### src/rtl/hazard_ctrl.sv
// ---------------------------------------------------------------------------
// hazard_ctrl
//
// Purpose:
//   Central stall / flush / forwarding controller for the 5-stage MIPS
//   pipeline. Decodes the instruction words held in the D/E/M/W pipeline
//   registers and derives the stalls and forwarding-mux selects. It also
//   contains the multiply/divide busy sequencer, so HI/LO consumers wait
//   for the MD unit.
//
// Parameters:
//   MULT_CYCLES  busy cycles after a mult leaves E (1..15)
//   DIV_CYCLES   busy cycles after a div leaves E (1..15)
//
// Ports:
//   Clk       in   pipeline clock, rising edge
//   Rst_n     in   asynchronous active-low reset
//   InstrD    in   instruction word in the D register
//   InstrE    in   instruction word in the E register
//   InstrM    in   instruction word in the M register
//   InstrW    in   instruction word in the W register
//   StallF    out  hold PC
//   StallD    out  stall of the D register
//   FlushE    out  bubble insert into the E register
//   FwdRsD    out  D rs select: 0=RF, 1=M result
//   FwdRtD    out  D rt select: 0=RF, 1=M result
//   FwdRsE    out  E rs select: 0=pipe, 1=M result, 2=W result
//   FwdRtE    out  E rt select: 0=pipe, 1=M result, 2=W result
//   FwdRtM    out  M rt select: 0=pipe, 1=W result
//   MdBusy    out  multiply/divide unit busy
//   StallCnt  out  number of rising edges with StallD=1 (HAZARD_STATS_EN only)
//
// Configuration macro:
//   HAZARD_STATS_EN  adds the StallCnt port and its counter.
// ---------------------------------------------------------------------------
module hazard_ctrl #(
  parameter int unsigned MULT_CYCLES = 5,
  parameter int unsigned DIV_CYCLES  = 10
) (
  input  logic        Clk,
  input  logic        Rst_n,
  input  logic [31:0] InstrD,
  input  logic [31:0] InstrE,
  input  logic [31:0] InstrM,
  input  logic [31:0] InstrW,
  output logic        StallF,
  output logic        StallD,
  output logic        FlushE,
  output logic        FwdRsD,
  output logic        FwdRtD,
  output logic [1:0]  FwdRsE,
  output logic [1:0]  FwdRtE,
  output logic        FwdRtM,
  output logic        MdBusy
`ifdef HAZARD_STATS_EN
  ,
  output logic [31:0] StallCnt
`endif
);

  // Everything the hazard logic needs to know about one instruction word.
  // dst is 0 for instructions without a destination, so a zero destination
  // and "no destination" are handled by the same comparison.
  typedef struct packed {
    logic [4:0] rs;
    logic [4:0] rt;
    logic [4:0] dst;
    logic       useRs;
    logic       useRt;
    logic [1:0] tuseRs;
    logic [1:0] tuseRt;
    logic [1:0] tnewE;
    logic [1:0] tnewM;
    logic       isMult;
    logic       isDiv;
    logic       isMdOp;
  } decT;

  function automatic decT decode(input logic [31:0] instr);
    decT        d;
    logic [5:0] op;
    logic [5:0] funct;
    logic [4:0] unusedShamt;
    logic       special;
    logic       isAlu, isJr, isMult, isDiv, isMfhi, isMflo;
    logic       isOri, isLui, isLw, isSw, isBeq, isJal;

    d     = '0;
    op    = instr[31:26];
    funct = instr[5:0];
    // shamt plays no part in hazard detection.
    unusedShamt = instr[10:6];

    special = (op == 6'h00);
    isAlu   = special && ((funct == 6'h21) || (funct == 6'h23));
    isJr    = special && (funct == 6'h08);
    isMult  = special && (funct == 6'h18);
    isDiv   = special && (funct == 6'h1a);
    isMfhi  = special && (funct == 6'h10);
    isMflo  = special && (funct == 6'h12);
    isOri   = (op == 6'h0d);
    isLui   = (op == 6'h0f);
    isLw    = (op == 6'h23);
    isSw    = (op == 6'h2b);
    isBeq   = (op == 6'h04);
    isJal   = (op == 6'h03);

    d.rs = instr[25:21];
    d.rt = instr[20:16];

    if (isAlu || isMfhi || isMflo) begin
      d.dst = instr[15:11];
    end else if (isOri || isLui || isLw) begin
      d.dst = instr[20:16];
    end else if (isJal) begin
      d.dst = 5'd31;
    end

    d.useRs  = isBeq || isJr || isAlu || isOri || isLw || isSw || isMult || isDiv;
    d.tuseRs = (isBeq || isJr) ? 2'd0 : 2'd1;
    d.useRt  = isBeq || isAlu || isMult || isDiv || isSw;
    d.tuseRt = isSw ? 2'd2 : (isBeq ? 2'd0 : 2'd1);

    if (isLw) begin
      d.tnewE = 2'd2;
    end else if (isAlu || isOri || isLui || isMfhi || isMflo) begin
      d.tnewE = 2'd1;
    end
    d.tnewM = isLw ? 2'd1 : 2'd0;

    d.isMult = isMult;
    d.isDiv  = isDiv;
    d.isMdOp = isMult || isDiv || isMfhi || isMflo;
    return d;
  endfunction

  decT        decD, decE, decM, decW;
  logic       unusedDec;
  logic [3:0] cnt_q, cnt_d;
  logic       dataStall, mdStall, stall;
  logic       fwdRsD, fwdRtD, fwdRtM;
  logic [1:0] fwdRsE, fwdRtE;

  assign decD = decode(InstrD);
  assign decE = decode(InstrE);
  assign decM = decode(InstrM);
  assign decW = decode(InstrW);

  // Not every decoded field is consumed for every stage.
  assign unusedDec = ^{decD, decE, decM, decW};

  // A D source stalls when a matching producer in E or M will not have its
  // result ready by the time D needs it. Checking rs/rt != 0 also covers the
  // "no destination" case because such producers decode to dst = 0.
  always_comb begin
    dataStall = 1'b0;
    if (decD.useRs && (decD.rs != 5'd0)) begin
      if ((decD.rs == decE.dst) && (decD.tuseRs < decE.tnewE)) dataStall = 1'b1;
      if ((decD.rs == decM.dst) && (decD.tuseRs < decM.tnewM)) dataStall = 1'b1;
    end
    if (decD.useRt && (decD.rt != 5'd0)) begin
      if ((decD.rt == decE.dst) && (decD.tuseRt < decE.tnewE)) dataStall = 1'b1;
      if ((decD.rt == decM.dst) && (decD.tuseRt < decM.tnewM)) dataStall = 1'b1;
    end
    mdStall = decD.isMdOp && ((cnt_q != 4'd0) || decE.isMult || decE.isDiv);
    stall   = dataStall || mdStall;
  end

  // Forwarding: the nearest stage holding a ready matching result wins.
  // D only has an M path because the register file is write-through.
  always_comb begin
    fwdRsD = (decM.dst != 5'd0) && (decM.dst == decD.rs) && (decM.tnewM == 2'd0);
    fwdRtD = (decM.dst != 5'd0) && (decM.dst == decD.rt) && (decM.tnewM == 2'd0);

    fwdRsE = 2'd0;
    if ((decM.dst != 5'd0) && (decM.dst == decE.rs) && (decM.tnewM == 2'd0)) begin
      fwdRsE = 2'd1;
    end else if ((decW.dst != 5'd0) && (decW.dst == decE.rs)) begin
      fwdRsE = 2'd2;
    end

    fwdRtE = 2'd0;
    if ((decM.dst != 5'd0) && (decM.dst == decE.rt) && (decM.tnewM == 2'd0)) begin
      fwdRtE = 2'd1;
    end else if ((decW.dst != 5'd0) && (decW.dst == decE.rt)) begin
      fwdRtE = 2'd2;
    end

    fwdRtM = (decW.dst != 5'd0) && (decW.dst == decM.rt);
  end

  // All combinational controls are forced inactive while reset is held.
  always_comb begin
    StallF = Rst_n && stall;
    StallD = Rst_n && stall;
    FlushE = Rst_n && stall;
    FwdRsD = Rst_n && fwdRsD;
    FwdRtD = Rst_n && fwdRtD;
    FwdRsE = Rst_n ? fwdRsE : 2'd0;
    FwdRtE = Rst_n ? fwdRtE : 2'd0;
    FwdRtM = Rst_n && fwdRtM;
  end

  // MD sequencer: a mult/div in E (re)loads the busy count, taking priority
  // over the decrement, so a back-to-back MD op restarts the wait.
  always_comb begin
    cnt_d = cnt_q;
    if (decE.isMult) begin
      cnt_d = 4'(MULT_CYCLES);
    end else if (decE.isDiv) begin
      cnt_d = 4'(DIV_CYCLES);
    end else if (cnt_q != 4'd0) begin
      cnt_d = cnt_q - 4'd1;
    end
  end

  always_ff @(posedge Clk or negedge Rst_n) begin
    if (!Rst_n) begin
      cnt_q <= 4'd0;
    end else begin
      cnt_q <= cnt_d;
    end
  end

  assign MdBusy = (cnt_q != 4'd0);

`ifdef HAZARD_STATS_EN
  logic [31:0] stallCnt_q;

  // Free-running count of stalled edges; wraps naturally at 2^32.
  always_ff @(posedge Clk or negedge Rst_n) begin
    if (!Rst_n) begin
      stallCnt_q <= 32'd0;
    end else if (stall) begin
      stallCnt_q <= stallCnt_q + 32'd1;
    end
  end

  assign StallCnt = stallCnt_q;
`endif

endmodule

### config.mk
export PLATFORM = sky130hd
export DESIGN_NAME = hazard_ctrl
export DESIGN_NICKNAME = d
export VERILOG_FILES = /design/src/rtl/hazard_ctrl.sv
export SDC_FILE = /design/constraint.sdc
export NUM_CORES = 1
export LEC_CHECK = 0
export ABC_AREA = 1
export ABC_CLOCK_PERIOD_IN_PS = 1800
export CORE_MARGIN = 4
export CORE_UTILIZATION = 35
export DETAILED_ROUTE_END_ITERATION = 6
export GPL_ROUTABILITY_DRIVEN = 0
export PLACE_DENSITY = 0.8
export SYNTH_ARGS = -nofsm -noshare
export SYNTH_HDL_FRONTEND = slang
export SYNTH_SLANG_ARGS = --single-unit
### constraint.sdc
create_clock -name Clk -period 1.8 [get_ports Clk]
set_clock_uncertainty 0.05 [all_clocks]
set_input_delay 0.18 -clock Clk [delete_from_list [all_inputs] [get_ports Clk]]
set_output_delay 0.18 -clock Clk [all_outputs]
set_load 0.02 [all_outputs]
Yosys cells after proc, flatten, opt, wreduce, memory -nomap -nowiden --
Index checks and enable logic that the tools add are counted.
Word-level totals: output and inout port bits 11, word-level logic and storage cells 171, bits in read-only memories 0, latch bits 0, flip-flop bits (word level) 4, bits of input ports 130, memory bits (writable) 0, memories 0
Cells by class: shifts and indexed selects 0, div/mod/pow operators 0, bitwise logic cells 0, $lt $le $gt $ge 4, multiplexer cells 30, $mul 0, reductions and logical operators 87, add/subtract/negate cells 1, equal/unequal tests 48
Operator list (number):
- equality test 6 bit, second input constant | 13
- equality test 6 x 5 -> 1 bit, second input constant | 12
- equality test 5 bit | 11
- equality test 6 x 4 -> 1 bit, second input constant | 8
- two-way mux 5 bit | 9
- logical AND 1 bit | 39
- logical OR 1 bit | 37
- zero test 6 bit | 4
- nonzero test 5 bit | 4
- equality test 6 x 2 -> 1 bit, second input constant | 3
- two-way mux 2 bit | 8
- two-way mux 4 bit | 3
- two-way mux 1 bit | 10
- equality test 6 x 3 -> 1 bit, second input constant | 1
- nonzero test 4 bit | 1
- subtractor 4 x 1 -> 4 bit, second input constant | 1
- nonzero test 3 bit | 1
- zero test 2 bit | 1
- < comparator 1 x 2 -> 1 bit | 1
- < comparator 2 x 1 -> 1 bit | 1
- < comparator 2 bit | 1
- < comparator 1 bit | 1

Depth between registers and ports, before layout --
depth in word-level cells 19, mapped depth 18, mapped depth without buffers 17

Least setup slack after synthesis --
OpenSTA, ideal clock, no wires.
kind input -> output, from in InstrM[29], to out StallD, stages 13, setup slack -50 ps, data arrival time 1620 ps, required time 1570 ps, path buffers 1, cell sequence nor2_2 > nand2_1 > o21ai_4 > nand2_1 > nand2_2 > xor2_1 > nand4_1 > nand2_1 > nand2_1 > nand3_1 > nand2_1 > inv_1 > buf_4
On the way: word-level cells in the longest chain between the ends 14, elaborated cells between the ends (all ways) 29, those cells by class 2 x order compare; 6 x eq/ne; 9 x mux; 12 x reduce/logical
RTL lines:
- start: declaration | line 44 | input logic [31:0] InstrM,
- equality test 6 x 4 -> 1 bit (tied with other cells) | line 101 | isOri = (op == 6'h0d);
- logical OR 1 bit (tied with other cells) | line 113 | end else if (isOri || isLui || isLw) begin
- logical OR 1 bit (on tied branches) | line 113, 111
- two-way mux 5 bit or logical OR 1 bit (tied branches) | line 113, 111
- two-way mux 5 bit | line 111 | if (isAlu || isMfhi || isMflo) begin
- equality test 5 bit | line 159 | if ((decD.rs == decM.dst) && (decD.tuseRs < decM.tnewM)) dataStall = 1'b1;
- logical AND 1 bit | line 159
- two-way mux 1 bit | line 159
- two-way mux 1 bit | line 157 | if (decD.useRs && (decD.rs != 5'd0)) begin
- two-way mux 1 bit | line 162 | if ((decD.rt == decE.dst) && (decD.tuseRt < decE.tnewE)) dataStall = 1'b1;
- two-way mux 1 bit | line 163 | if ((decD.rt == decM.dst) && (decD.tuseRt < decM.tnewM)) dataStall = 1'b1;
- two-way mux 1 bit * | line 161 | if (decD.useRt && (decD.rt != 5'd0)) begin
- logical OR 1 bit * | line 166 | stall = dataStall || mdStall;
- logical AND 1 bit *
- end: declaration | line 47 | output logic StallD,
Mark *: on every way between the ends. The rest lies on a longest branch, timed or not.

Worst setup path in the final report --
from in InstrE[31], to out FlushE
On the way: word-level cells in the longest chain between the ends 18, elaborated cells between the ends (all ways) 40, those cells by class 2 x order compare; 6 x eq/ne; 11 x mux; 21 x reduce/logical
RTL lines:
- start: declaration | line 43 | input logic [31:0] InstrE,
- zero test 6 bit | line 94 | special = (op == 6'h00);
- logical AND 1 bit | line 95 | isAlu = special && ((funct == 6'h21) || (funct == 6'h23));
- logical OR 1 bit (4 in a row) | line 126 | end else if (isAlu || isOri || isLui || isMfhi || isMflo) begin
- two-way mux 1 bit | line 126
- two-way mux 2 bit | line 124 | if (isLw) begin
- < comparator 1 x 2 -> 1 bit | line 158 | if ((decD.rs == decE.dst) && (decD.tuseRs < decE.tnewE)) dataStall = 1'b1;
- logical AND 1 bit | line 158
- two-way mux 1 bit | line 158
- two-way mux 1 bit | line 159
- two-way mux 1 bit | line 157
- two-way mux 1 bit | line 162
- two-way mux 1 bit | line 163
- two-way mux 1 bit | line 161
- logical OR 1 bit * | line 166
- logical AND 1 bit * | line 196 | FlushE = Rst_n && stall;
- end: declaration | line 48 | output logic FlushE,
Marked as above.

==> metrics.md <==
| Metric | Value |
|---|---|
| Status | finished, violations left |
| Failing checks | design-rule violations, negative setup slack |
| Post-DP HPWL | 6340 um |
| Ratio of cells with drive above 1 in the final layout | 41.0% |
| Met2 WL post-DR | 4520 um |
| Num CTS Buffers | 3 |
| Mapped Cells | 390 |
| Synth unique cells | 36 |
| Pin count of the biggest net entering global routing | 8 |
| CTS sink count | 4 |
| DP Area | 3400 um^2 |
| Max Slew Vio Count | 0 |
| Fin area | 4120 um^2 |
| Mean Syn Cell Area | 5.12 um^2 |
| Syn_nets | 523 |
| Initial antenna violation count | 0 |
| DR pass1 iterations | 7 |
| Vias per cell | 5.33 |
| I/O Buffers | 103 |
| Max FFs per register | 4 |
| Clock root buffer | clkbuf_8 |
| Fraction of the yosys area taken by sequential cells | 5.01% |
| Max frequency | 464 MHz |
| Worst-case clock buffer depth | 2 |
| Pwr Density | 326 nW/um^2 |
| Syn Std Cell Area | 2000 um^2 |
| Async S/R FF share, synth | 100% |
| Post-synth EDFFs | 0 |
| Worst-path cell chain | buf_6, nor2_4, buf_4, nand2_2, nor2_4, nand2_2, nand2_2, nand2_1, nand2_1, nand2_1, nor2_1, nand3_1, nand2_1, nand2_1, nand3_2, nand2_1, inv_2, buf_6 |
| Most common cell on crit path | nand2_1 |
| Area of the core | 5510 um^2 |
| CP endpoint kind | output port |
| Critical Path Source Type | primary input |
| Critical Path AT | 1930 ps |
| Slew @ Worst Pin | 302 ps |
| Post-synthesis register bit count | 4 |
| Synth top area cells | nand2_1 (23%), inv_1 (12%), nand3_1 (11%) |
| Total GRT Usage | 21.6% |
| Fin. Hold Viols | 0 |
| Most flops, register | cnt_q |
| Normalized max-slew margin | 79.7% |
| WL per Instance | 14.3 um |
| # H-tree levels | 1 |
| DRT met1 WL | 3350 um |
| Area grow syn2layout | 106% |
| Clk Latency, worst-skew pair | 220 ps |
| Worst Slack Setup Final | -355 ps |
| Slowest CP cell | nor2_4 |
| Synthesis warning total | 0 |
| Die footprint | 6980 um^2 |
| Final ANT Viol Nets | 0 |
| Commonest cells in the synthesized netlist | nand2_1 (120), inv_1 (62), nor2_1 (50) |
| Setup TNS | -2530 ps |
| Die H | 83.6 um |
| Top cell type's share of synthesized area | 22.5% |
| Die width | 83.6 um |
| Drt drc | 1 |
| CP Class | in2out |
| Site Rows | 27 |
| Min Clock Period, post-route | 2160 ps |
| Crit-path max FO | 7 |
| Total of max-cap violations | 0 |
| Metal3 WL | 743 um |
| Most common cell in the synthesized netlist | nand2_1 |
| WP data required | 1570 ps |
| Nets | 691 |
| Max Used Layer | met4 |
| Vias in the first global route | 3122 |
| First DRT Iteration DRCs | 282 |
| # hold bufs at CTS | 0 |
| RSZ-0062 raised after global routing | true |
| HP Class | in2async |
| Post-Route WL | 8950 um |
| Global-route wire length before repair | 13100 um |
| Clock transition at the registers of the reported paths | 40 ps |
| I/O pin count | 141 |
| Initial Utilization | 36.3% |
| Final Util | 74.9% |
| Synth Flop Type | dfrtp_1 |
| GR Overflow Total | 0 |
| Slowest stage delay, CP | 250 ps |
| Inserted Diodes | 0 |
| Lkg Pwr | 0.00205 uW |
| Biggest regs | cnt_q x4 |
| Fin crit share | 120% |
| Max rail drop VDD | 0.000276 V |
| Filler Cells Inserted | 403 |
| Final Setup Violations | 10 |
| Cell taking the most area after synthesis | nand2_1 |
| Vias | 3347 |
| CTS tree | done |
power by group:
group	leakage (uW)	switching (uW)	internal (uW)
registers	0.0000477	24.0	140
clock network	0.0000216	49.6	143
logic	0.00198	477	511
total	0.00205	551	794
layer usage:
metal  global-route usage, %  vias to the layer above
met3                    3.16                       38
met1                    26.1                     1510
met2                    39.2                      207
li1                        -                     1592
met5                       0                        -
met4                    6.29                        0
path summary, 6_finish.rpt:
check                           end       start  slack, ps  cells past startpoint
max                          FlushE  InstrE[31]       -360                     18
min                        cnt_q[0]       Rst_n        400                      2
max reg2reg                cnt_q[1]    cnt_q[0]        430                      8
min reg2reg                cnt_q[3]    cnt_q[3]        560                      2
max in group asynchronous  cnt_q[3]       Rst_n       1180                      2
min in group Clk           cnt_q[2]   InstrE[0]        540                      5
cell type report:
type | instances | area, um^2 | area share, %
multi-input combinational | 319 | 2150 | 52.1
timing repair buffer | 165 | 1500 | 36.3
inverter | 65 | 249 | 6.04
sequential | 4 | 100 | 2.43
tap | 72 | 90.1 | 2.19
clock buffer | 3 | 41.3 | 1.00
cells by family after synthesis:
kind of cell	share of synthesized area (%)
buffers and inverters	13.0
and+or+nand+nor	63.7
AOI/OAI and AO/OA	12.1
adders and majority gates	1.88
xor gates and xnor gates	4.32
DFF	5.01
metrics by stage:
stage | hold WS (ps) | total power [uW] | std cells | setup slack, ps
after floorplan | -166 | 542 | 390 | 20.1
after CTS | 362 | 1250 | 620 | -379
after global routing | 375 | 1430 | 628 | -464
final | 397 | 1350 | 628 | -355
after global placement | 525 | 1000 | 603 | -994
after detailed placement | 541 | 1020 | 603 | -1060
critical path: cells and delay by family:
kind,cells,cell delay [ps]
buffers and inverters,4,430
and+or+nand+nor,14,1300
cells in the final DEF, fill, tap and decap left out, drive strengths merged:
master	synthesis	routed
a211oi	1	1
a21o	2	2
a21oi	7	7
a311oi	1	1
a31oi	1	1
buf	2	90
clkbuf	0	4
clkdlybuf4s15	0	10
clkdlybuf4s50	0	49
dfrtp	4	4
dlygate4sd2	0	11
dlymetal6s2s	0	4
ha	3	3
inv	65	65
nand2	134	134
nand3	49	49
nand4	14	14
nor2	58	58
nor3	8	8
nor3b	1	1
nor4	4	4
o2111a	1	1
o21ai	18	18
o22ai	5	5
or2	3	3
xnor2	1	1
xor2	8	8
repair_timing:
item,CTS,global route
setup buffers,15,8
gates resized for setup,248,73
gates cloned,0,0
setup endpoints to repair,11,10
pin swaps,101,55
(Power assumes the default switching activity.)
